### config.mk
export PLATFORM = sky130hd
export DESIGN_NAME = call_stack_ctrl
export DESIGN_NICKNAME = d
export VERILOG_FILES = /design/src/rtl/call_stack_ctrl.sv
export SDC_FILE = /design/constraint.sdc
export NUM_CORES = 1
export LEC_CHECK = 0
export CAP_MARGIN = 20
export CORE_AREA = 2 2 105 133
export CTS_BUF_LIST = sky130_fd_sc_hd__clkbuf_4 sky130_fd_sc_hd__clkbuf_8
export CTS_CLUSTER_SIZE = 8
export DETAILED_ROUTE_END_ITERATION = 6
export DIE_AREA = 0 0 107 135
export PLACE_DENSITY = 0.72
export SLEW_MARGIN = 20
export SYNTH_ARGS = -nofsm -noshare
export SYNTH_HDL_FRONTEND = slang
export SYNTH_SLANG_ARGS = --single-unit
export TNS_END_PERCENT = 50
### constraint.sdc
create_clock -name clk -period 3.8 [get_ports clk]
set_clock_uncertainty 0.2 [all_clocks]
set_input_delay 0.38 -clock clk [delete_from_list [all_inputs] [get_ports clk]]
set_output_delay 0.38 -clock clk [all_outputs]
set_load 0.05 [all_outputs]
### src/rtl/call_stack_ctrl.sv
// Call/return stack controller.
// Tracks nested CALL frames and hands return addresses back to the PC logic.
// Frame k lives at stack address k (k = 1..DEPTH). Address 0 is never written.
// Request semantics: cs_call/cs_ret are single-cycle requests.
// They are sampled only while cs_busy is low, i.e. in IDLE. The decoder must
// hold off new requests while cs_busy is high; anything presented then is dropped.
module call_stack_ctrl #(
    parameter int PC_WIDTH = 5,
    parameter int DEPTH    = 8
) (
    input  logic                clk,
    input  logic                rst_n,
    input  logic                cs_call,
    input  logic                cs_ret,
    input  logic [PC_WIDTH-1:0] cs_pc_in,
    input  logic                cs_flag_clr,
    output logic                cs_stack_push,
    output logic                cs_stack_pop,
    output logic [PC_WIDTH-1:0] cs_stack_pointer,
    output logic [PC_WIDTH-1:0] cs_ret_pc,
    output logic                cs_ret_valid,
    output logic                cs_busy,
    output logic                cs_full,
    output logic                cs_empty,
    output logic                cs_overflow,
    output logic                cs_underflow
);

    typedef enum logic [1:0] {
        IDLE      = 2'd0,
        CALL_PUSH = 2'd1,
        RET_SETUP = 2'd2,
        RET_POP   = 2'd3
    } state_t;

    localparam logic [PC_WIDTH-1:0] SP_MAX = PC_WIDTH'(DEPTH);

    state_t              state, state_nxt;
    logic [PC_WIDTH-1:0] sp, sp_nxt;
    logic                call_ok, ret_ok, ov_set, un_set;

    // Sized to the full pointer range so it can be indexed directly by sp.
    // Only entries 1..DEPTH are ever written.
    logic [PC_WIDTH-1:0] ra [0:(2**PC_WIDTH)-1];

    // Request qualification: only IDLE listens. A call has priority over a ret.
    always_comb begin
        call_ok = (state == IDLE) && cs_call && (sp != SP_MAX);
        ret_ok  = (state == IDLE) && cs_ret && !cs_call && (sp != '0);
        ov_set  = (state == IDLE) && cs_call && (sp == SP_MAX);
        un_set  = (state == IDLE) && cs_ret && !cs_call && (sp == '0);
    end

    // Next-state and next-SP decode.
    always_comb begin
        state_nxt = state;
        sp_nxt    = sp;
        case (state)
            IDLE: begin
                if (call_ok) begin
                    state_nxt = CALL_PUSH;
                    sp_nxt    = sp + PC_WIDTH'(1);
                end else if (ret_ok) begin
                    state_nxt = RET_SETUP;
                end
            end
            CALL_PUSH: state_nxt = IDLE;
            RET_SETUP: state_nxt = RET_POP;
            RET_POP: begin
                state_nxt = IDLE;
                sp_nxt    = sp - PC_WIDTH'(1);
            end
            default: state_nxt = IDLE;
        endcase
    end

    // State and stack-pointer registers.
    always_ff @(posedge clk or negedge rst_n) begin
        if (!rst_n) begin
            state <= IDLE;
            sp    <= '0;
        end else begin
            state <= state_nxt;
            sp    <= sp_nxt;
        end
    end

    // Sticky error flags. A set condition in the same cycle beats a clear.
    always_ff @(posedge clk or negedge rst_n) begin
        if (!rst_n) begin
            cs_overflow  <= 1'b0;
            cs_underflow <= 1'b0;
        end else begin
            if (ov_set)           cs_overflow  <= 1'b1;
            else if (cs_flag_clr) cs_overflow  <= 1'b0;
            if (un_set)           cs_underflow <= 1'b1;
            else if (cs_flag_clr) cs_underflow <= 1'b0;
        end
    end

    // Return-address store. The address wraps modulo 2^PC_WIDTH. No reset is needed.
    always_ff @(posedge clk) begin
        if (call_ok) begin
            ra[sp + PC_WIDTH'(1)] <= cs_pc_in + PC_WIDTH'(1);
        end
    end

    // Moore outputs decoded from state and SP only.
    always_comb begin
        cs_stack_push    = (state == CALL_PUSH);
        cs_stack_pop     = (state == RET_POP);
        cs_ret_valid     = (state == RET_POP);
        cs_busy          = (state != IDLE);
        cs_stack_pointer = sp;
        cs_full          = (sp == SP_MAX);
        cs_empty         = (sp == '0);
        cs_ret_pc        = (state == RET_POP) ? ra[sp] : '0;
    end

endmodule

# ---- Word level (Yosys, flattened, before mapping)
# Memories as Yosys holds them, arrays and structs flattened.
# Cells that the tools add are included.
dict set report classes {
  bitwise_logic 0
  n_shift 0
  eq_ne 7
  reduce_logical 17
  multipliers 0
  addsub 3
  muxes 11
  order_cmp 0
  div_mod_pow 0
}
# operator count
set op_table {}
lappend op_table {{5-bit by 1-bit adder with 5-bit output, second input constant} 2}
lappend op_table {{5-bit two-way mux} 2}
lappend op_table {{5-bit one-hot mux with 2 select lines} 1}
lappend op_table {{2-bit nonzero test} 4}
lappend op_table {{1-bit logical AND} 7}
lappend op_table {{2-bit one-hot mux with 3 select lines} 1}
lappend op_table {{5-bit by 4-bit == test with 1-bit output, second input constant} 1}
lappend op_table {{5-bit logical NOT} 1}
lappend op_table {{1-bit two-way mux} 5}
lappend op_table {{5-bit by 4-bit inequality test with 1-bit output, second input constant} 1}
lappend op_table {{5-bit nonzero test} 1}
lappend op_table {{5-bit by 1-bit subtractor with 5-bit output, second input constant} 1}
lappend op_table {{2-bit == test, second input constant} 2}
lappend op_table {{2-bit two-way mux} 2}
lappend op_table {{3-bit inequality test, second input constant} 1}
lappend op_table {{2-bit by 1-bit == test with 1-bit output, second input constant} 1}
lappend op_table {{2-bit logical NOT} 1}
lappend op_table {{2-bit inequality test, second input constant} 1}
lappend op_table {{2-bit AND reduction} 1}
lappend op_table {{2-bit OR reduction} 1}
lappend op_table {{1-bit logical NOT} 1}
dict set report totals {
  input_bits 10
  rom_bits 0
  mem_bits_rw 160
  ff_bits 9
  out_inout_bits 18
  latchBits 0
  wordCells 43
  mem_count 1
}
# memory words width read_ports rd_ports_with_merged_regs wr line_no
set mem_list {}
lappend mem_list {ra 32 5 1 0 1 44} ;# logic [PC_WIDTH-1:0] ra [0:(2**PC_WIDTH)-1];

# ---- Longest topological paths before layout
# Gate-level depths: netlist of run 1.
dict set report logic_depth {
  ltp_word 7
  mapped_depth 11
  depth_no_buf 6
}

# ---- Least setup slack after synthesis of run 1
# OpenSTA, ideal clock, no wires.
dict set report synth_path {
  path_type {reg2reg}
  start {reg sp[1], in the netlist cs_stack_pointer[1]}
  end {mem ra[22][0] (enable)}
  path_stages_with_launch 12
  setup_slack_ps 496
  setup_ps 375
  arrival_ps 2729
  path_buffers 5
  synth_period_minus_slack_ps 3304
  cell_sequence {dfrtp_1 -> buf_6 -> buf_8 -> buf_4 -> buf_4 -> inv_1 -> ha_1 -> nand4bb_1 -> and3_1 -> buf_2 -> nand2_1 -> nor3b_1}
}
dict set report synth_via {
  elab_chain_len 4
  word_cells_on_any_way 5
  cone_classes {add/sub (1); eq/ne (1); mux (2); reduce/logical (1)}
}
# element line_no
set synth_rtl {}
lappend synth_rtl {{start: declaration} 39} ;# logic [PC_WIDTH-1:0] sp, sp_nxt;
lappend synth_rtl {{start signal: assignment} 84} ;# sp <= sp_nxt;
lappend synth_rtl {{5-bit by 4-bit inequality test with 1-bit output} 48} ;# call_ok = (state == IDLE) && cs_call && (sp != SP_MAX);
lappend synth_rtl {{1-bit logical AND} 48}
lappend synth_rtl {{1-bit two-way mux} 103} ;# if (call_ok) begin
lappend synth_rtl {{1-bit two-way mux (implied by the code)} 104} ;# ra[sp + PC_WIDTH'(1)] <= cs_pc_in + PC_WIDTH'(1);
lappend synth_rtl {{end: declaration} 44}
# Parallel ways exist; a longest one is shown, timed or not.

# ---- Worst setup path in the final report of run 1
dict set report layout_path {
  start {reg sp[1], in the netlist cs_stack_pointer[1]}
  end {out cs_ret_pc[0]}
}
dict set report layout_via {
  elab_chain_len 2
}
# element line_no
set layout_rtl {}
lappend layout_rtl {{memory read 32 x 5 bit} n/a}
lappend layout_rtl {{5-bit two-way mux} 117} ;# cs_ret_pc = (state == RET_POP) ? ra[sp] : '0;
lappend layout_rtl {{end: declaration} 20} ;# output logic [PC_WIDTH-1:0] cs_ret_pc,
# No other way between the ends.

==> summary.md, run 1 <==
| Metric | Value |
|---|---|
| Crit path cell chain | `buf_4, mux2i_1, o22ai_1, o21ai_0, a21oi_1, clkdlybuf4s50_1` |
| Final hold slack | `35.7 ps` |
| Rows | `47` |
| RSZ-0062 raised after global routing | `false` |
| Initial Utilization | `a little over half` |
| Lkg Pwr | `approximately 0.0027 uW` |
| Final Critical Period | `3730 ps` |
| Number of antenna violations at the first check in global routing | `0` |
| EDFF count, synth | `160` |
| Metal2 WL | `7250 um` |
| Met3 wire length | `roughly 740 um` |
| Fmax | `roughly 0.27 GHz` |
| Layout cells sized above 1 | `19.3%` |
| Hold Path Class | `primary input to async pin` |
| NumNets Final | `495` |
| Sw power | `around 2000 uW` |
| CP Max Fanout | `23` |
| Crit path largest cell delay | `about 740 ps` |
| DRT iter0 DRCs | `between 200 and 300` |
| Worst-skew pair later-pin latency | `440 ps` |
| First-pass GRT wire length | `22100 um` |
| Chip Width | `approximately 110 um` |
| WS Path Type | `register to output port` |
| Area contributors post-synth | `edfxtp_1 68%, mux2i_1 5.6%, mux4_2 4.8%` |
| Total of max-cap violations | `0` |
| Clk pwr share | `20.4%` |
| Yosys top cell area share | `~68%` |
| Distinct cell type count after synthesis | `43` |
| CP required | `between 3000 and 4000 ps` |
| Slew Limit Headroom | `about a third` |
| Htree depth | `4` |
| Core area | `13100 sq um` |
| Critical Path AT | `3150 ps` |
| Synth Warn # | `0` |
| Syn Nets | `~440` |
| P_int | `3480 uW` |
| Worst-case vdd ir drop | `slightly above 0.6 mV` |
| Hold violation total from the final report | `0` |
| ANT nets after route | `0` |
| Num CTS Buffers | `17` |
| Status | `complete, no violations` |
| Vias post-DR | `between 3000 and 4000` |
| Overflow after GRT | `0` |
| Number of synthesized register bits | `around 170` |
| Dpl hpwl | `around 9500 um` |
| Synth top cells by count | `160 x edfxtp_1, 40 x mux2i_1, 27 x nor2_1` |
| Mean Syn Cell Area | `16.7 sq um` |
| Final setup viols | `0` |
| Slowest cell on crit path | `clkdlybuf4s50_1` |
| Max Slew Vio Count | `0` |
| Combinational share of power | `a little over a third` |
| Pwr/cell area | `a little under 700 nW/um^2` |
| Synth Instances | `around 430` |
| Routed length on met1 | `around 5700 um` |
| Die ar. | `between 10000 and 15000 sq um` |
| Worst R2R Setup Slack | `about 850 ps` |
| Drt wl/cell | `around 21 um` |
| DR vias/cell | `roughly 5.9` |
| Final WL | `14200 um` |
| CTS Root Cell | `clkbuf_8` |
| Vias in the first global route | `a little over 4000` |
| Fin crit share | `a little over nine tenths` |
| Ant. Diodes | `0` |
| Chip height | `135 um` |
| TritonRoute pass-1 iters | `4` |
| # port buffers | `27` |
| Power Total | `5510 uW` |
| Post-synth top area cell | `edfxtp_1` |
| GP Congestion | `0.861` |
| Nature of the critical path startpoint | `register` |
| TritonCTS Sinks | `169` |
| Max layer used | `met4` |
| Setup_tns | `0 ps` |
| Number of cells on the worst reg-to-reg path | `6` |
| Sequential area share after synthesis | `70.7%` |
| Async set-or-reset flop fraction in the synthesized netlist | `between 5 and 6%` |
| Most common cell in the netlist | `edfxtp_1` |
| Fin util | `61.7%` |
| Clk buf depth | `2` |
| Largest net degree at the start of global routing | `33` |
| Sw frac | `a little under two fifths` |
| CTS tree | `yes` |
| Synth Cell Area | `between 7000 and 8000 sq um` |
| Synth-to-Final Area Change | `13.7%` |
| DRC viols | `0` |
| Top FF cell, synth | `edfxtp_1` |
| Flop pwr share | `43.7%` |
| Worst-path clk slew | `roughly 90 ps` |
| Worst-margin pin slew | `1010 ps` |
| CP Capture Type | `output port` |
| Global-route usage over all layers | `about a fifth` |
| # IOs | `28` |
[layer usage]
metal | up-vias | GRT usage, %
li1 | 1800 | -
met1 | 1990 | 26.7
met2 | 117 | 35.3
met3 | 30 | 4.63
met4 | 0 | 10.2
met5 | - | 0
[cells by family (layout without fill, tap and decap cells)]
group	count (synthesis)	in the layout	share of synthesized area, %
AOI/OAI and AO/OA	60	60	5.37
xor gates and xnor gates	7	7	0.862
DFF	169	169	70.7
muxes	70	70	13.8
and+or+nand+nor	82	82	5.82
adders and majority gates	6	6	1.06
buffers and inverters	32	98	2.36
[layout make-up]
cell class                 count  area (sq um)
clock buffer                  18           241
clock inverter                14           115
timing repair buffer          55           495
tap                          171           214
sequential                   169          5040
inverter                      11          41.3
fill                         978          5030
multi-input combinational    225          1940
[metrics by stage]
stage	setup slack [ps]	area [sq um]	instances
finish	70.8	8090	663
CTS	26.4	8080	663
global route	4.56	8090	663
floorplan	496	7110	426
detailed placement	387	7720	631
global placement	391	7720	631
[path summary, 6_finish.rpt]
kind,to,start
worst max-delay path,cs_ret_pc[0],cs_stack_pointer[1]
worst min-delay path,state[0],rst_n
worst max register to register,ra[3][1],cs_stack_pointer[0]
worst min register to register,cs_underflow,cs_underflow
max in group asynchronous,cs_stack_pointer[1],rst_n
min in group clk,cs_underflow,cs_underflow
[power by group through the flow]
| stage | sequential (uW) | combinational, uW | clock (uW) |
|---|---|---|---|
| after floorplan | 2360 | 1500 | 0 |
| after global placement | 2430 | 1940 | 0 |
| after detailed placement | 2440 | 1970 | 0 |
| after CTS | 2400 | 1970 | 1150 |
| after global routing | 2430 | 2110 | 1220 |
| final | 2410 | 1980 | 1120 |
[cells in the final DEF (no fill, tap or decap), drive strengths merged, types with 4 or more instances in the layout]
master and count:
nor3b 8, a22oi 7, xnor2 6, ha 6, a31oi 6, dfrtp 9, nor3 10, buf 28
o22ai 18, mux4 20, a2bb2oi 4, inv 15, nor2b 5, a21oi 12, mux2 10, o21ai 7
clkbuf 18, clkdlybuf4s50 26, nand3 4, clkinv 8, nor2 27, nand2 13, nand2b 4, mux2i 40
edfxtp 160
[registers in the layout, indices dropped and copies added (netlist names)]
| signal | flops |
|---|---|
| cs_overflow | 1 |
| cs_underflow | 1 |
| ra | 160 |
| cs_stack_pointer | 5 |
| state | 2 |
[what timing repair did]
item	in CTS	in global routing
resized for setup	2	2
cloned	0	0
pin swaps	0	0
setup buffers	0	0
endpoints found under the setup margin	4	5
hold buffers	0	0
[worst max-delay path: cells and delay by family (launching register included)]
family	cells	cell delay, ps
AOI/OAI and AO/OA	3	590
buffers and inverters	2	1160
DFF	1	650
muxes	1	290
Note: power is estimated with default switching activity, not from simulation.
==> run 2, diff against run 1 <==
Settings changed: HOLD_SLACK_MARGIN set to 0.12.
==> run 2 against run 1 <==
Sequential share of layout area shrank 0.077 points. Final cell count up 0.15%. Combinational power is essentially flat. Clock-buffer cell count is the same. Total power hardly changed. Final area grew 0.12%. Fmax barely moved. Largest power group unchanged. Sequential power is essentially flat. Worst setup slack lost 3.5 ps. Flip-flop and latch count is the same.
==> summary.md, run 2 (same netlist as run 1, synthesis figures left out) <==
| Metric | Value |
|---|---|
| TritonCTS Sinks | `169 (unchanged)` |
| Drt wl/cell | `21.6 um (was 21.4 um)` |
| Fin util | `61.7% (about the same)` |
| Worst-skew pair later-pin latency | `450 ps (was 440 ps)` |
| Layout cells sized above 1 | `19.3% (about the same)` |
| Worst-margin pin slew | `1010 ps (about the same)` |
| Pwr/cell area | `681 nW/um^2 (about the same)` |
| Htree depth | `4 (unchanged)` |
| Num CTS Buffers | `17 (unchanged)` |
| DR vias/cell | `5.95 (was 5.94)` |
| Nature of the critical path startpoint | `register (unchanged)` |
| Final Critical Period | `3730 ps (about the same)` |
| Hold violation total from the final report | `0 (unchanged)` |
| Power Total | `5510 uW (about the same)` |
| RSZ-0062 raised after global routing | `false (unchanged)` |
| Clk buf depth | `2 (unchanged)` |
| P_int | `3490 uW (was 3480 uW)` |
| CP Capture Type | `output port (unchanged)` |
| WS Path Type | `register to output port (unchanged)` |
| Clk pwr share | `20.5% (was 20.4%)` |
| ANT nets after route | `0 (unchanged)` |
| Sw frac | `36.8% (was 36.7%)` |
| Chip height | `135 um (unchanged)` |
| TritonRoute pass-1 iters | `5 (was 4)` |
| NumNets Final | `496 (was 495)` |
| Final Worst Setup Slack | `67.3 ps (was 70.8 ps)` |
| Setup Buffers After CTS | `0 (unchanged)` |
| Commonest non-fill, non-tap cell in the layout | `edfxtp_1 (unchanged)` |
| Fin crit share | `98.2% (was 98.1%)` |
| Worst-case vdd ir drop | `0.608 mV (about the same)` |
| Most frequent cells in the layout | `160 x edfxtp_1, 40 x mux2i_1, 27 x nor2_1, 27 x buf_4, 26 x clkdlybuf4s50_1 (unchanged)` |
| Status | `complete, no violations (unchanged)` |
| Number of cells on the worst reg-to-reg path | `6 (unchanged)` |
| RR Endpoint | `ra[3][1] (unchanged)` |
| First-pass GRT wire length | `22200 um (was 22100 um)` |
| Worst R2R Setup Slack | `830 ps (was 850 ps)` |
| Combinational share of power | `35.9% (about the same)` |
| Hold Path Class | `primary input to register (was primary input to async pin)` |
| Number of antenna violations at the first check in global routing | `0 (unchanged)` |
| GP Congestion | `0.861 (unchanged)` |
| Crit path cell chain | `buf_4, mux2i_1, o22ai_1, o21ai_0, a21oi_1, clkdlybuf4s50_1 (unchanged)` |
| Overflow after GRT | `0 (unchanged)` |
| Sw power | `2030 uW (was 2020 uW)` |
| CP Capture Point | `cs_ret_pc[0] (unchanged)` |
| Worst r2r src | `cs_stack_pointer[0] (unchanged)` |
| Setup_tns | `0 ps (unchanged)` |
| Worst-path clk slew | `90 ps (about the same)` |
| CTS Root Cell | `clkbuf_8 (unchanged)` |
| Fmax | `0.268 GHz (about the same)` |
| Most flops, register | `ra (unchanged)` |
| CP Max Fanout | `23 (unchanged)` |
| Placed inst area | `7720 sq um (unchanged)` |
| # IOs | `28 (unchanged)` |
| Largest net degree at the start of global routing | `33 (unchanged)` |
| CTS tree | `yes (unchanged)` |
| Core area | `13100 sq um (unchanged)` |
| Final WL | `14300 um (was 14200 um)` |
| Slowest cell on crit path | `clkdlybuf4s50_1 (unchanged)` |
| Flop pwr share | `43.6% (was 43.7%)` |
| Lkg Pwr | `0.00274 uW (about the same)` |
| Dpl hpwl | `9510 um (unchanged)` |
| Critical Path AT | `3150 ps (about the same)` |
| DRC viols | `0 (unchanged)` |
| Slew Limit Headroom | `32.5% (was 32.7%)` |
| Design Area, Final | `8100 sq um (was 8090 sq um)` |
| Initial Utilization | `54.2% (unchanged)` |
| Filler Cells Inserted | `979 (was 978)` |
| Die ar. | `14400 sq um (unchanged)` |
| Total of max-cap violations | `0 (unchanged)` |
| Synth-to-Final Area Change | `13.8% (was 13.7%)` |
| Largest register FFs | `160 (unchanged)` |
| Pre-CTS WS | `387 ps (unchanged)` |
| Vias in the first global route | `4051 (was 4044)` |
| Ant. Diodes | `0 (unchanged)` |
| Crit path largest cell delay | `730 ps (was 740 ps)` |
| Worst setup path start | `cs_stack_pointer[1] (unchanged)` |
| Final setup viols | `0 (unchanged)` |
| CP required | `3220 ps (about the same)` |
| Rows | `47 (unchanged)` |
| Global-route usage over all layers | `21.3% (about the same)` |
| Max Slew Vio Count | `0 (unchanged)` |
| Vias post-DR | `3948 (was 3937)` |
| Chip Width | `107 um (unchanged)` |
| DRT iter0 DRCs | `327 (was 290)` |
| # port buffers | `27 (unchanged)` |
[run 2: cell types whose count changed in the layout (fill, tap and decap cells not counted)]
cell / before / now
dlygate4sd3_1: 0 / 1
[run 2: what timing repair did]
item,CTS,global route
hold endpoints to repair,9,0
pin swaps,0,0
hold buffers,1,0
endpoints found under the setup margin,4,5
gates resized for setup,2,2
gates cloned,0,0
[run 2: worst min path at each step]
stage,start,end,slack (ps),depth (start not counted)
6_report,cs_flag_clr,cs_underflow,320,2
5_1_grt,cs_flag_clr,cs_underflow,320,2
4_1_cts,cs_flag_clr,cs_underflow,310,2
3_5_place_dp,cs_underflow,cs_underflow,320,2
3_3_place_gp,cs_underflow,cs_underflow,320,2
2_1_floorplan,rst_n,cs_overflow,-120,0
[run 2: final cells by class]
cell class	instances	area, sq um	share of cell area [%]
clock buffers	18	241	2.98
clock inverters	14	115	1.42
inverters	11	41.3	0.510
multi-input cells	225	1940	24.0
flip-flops and latches	169	5040	62.2
well taps	171	214	2.64
repair buffers	56	505	6.24
[run 2: power groups by stage]
stage	clock [uW]	sequential, uW	combinational [uW]
2_1_floorplan	0	2360	1500
3_3_place_gp	0	2430	1940
3_5_place_dp	0	2440	1970
4_1_cts	1150	2400	1970
5_1_grt	1220	2430	2110
6_report	1130	2400	1980
[run 2: critical path: cells and delay by family (launching register included)]
kind | cells | cell delay [ps]
flip-flops | 1 | 650
multiplexers | 1 | 290
buffers and inverters | 2 | 1150
AO/OA/AOI/OAI | 3 | 590
[run 2: through the flow]
step           hold slack [ps]  cells
6_report                   324    664
5_1_grt                    321    664
4_1_cts                    307    664
3_5_place_dp               324    631
3_3_place_gp               320    631
2_1_floorplan             -116    426
[run 2: metal layers]
layer / vias to the layer above / global-route usage (%) / part of all wire [%]
met5: - / 0 / 0
met2: 129 / 35.4 / 51
met1: 1994 / 26.8 / 41
met4: 0 / 10.2 / 3.4
li1: 1795 / - / -
met3: 30 / 4.58 / 4.7
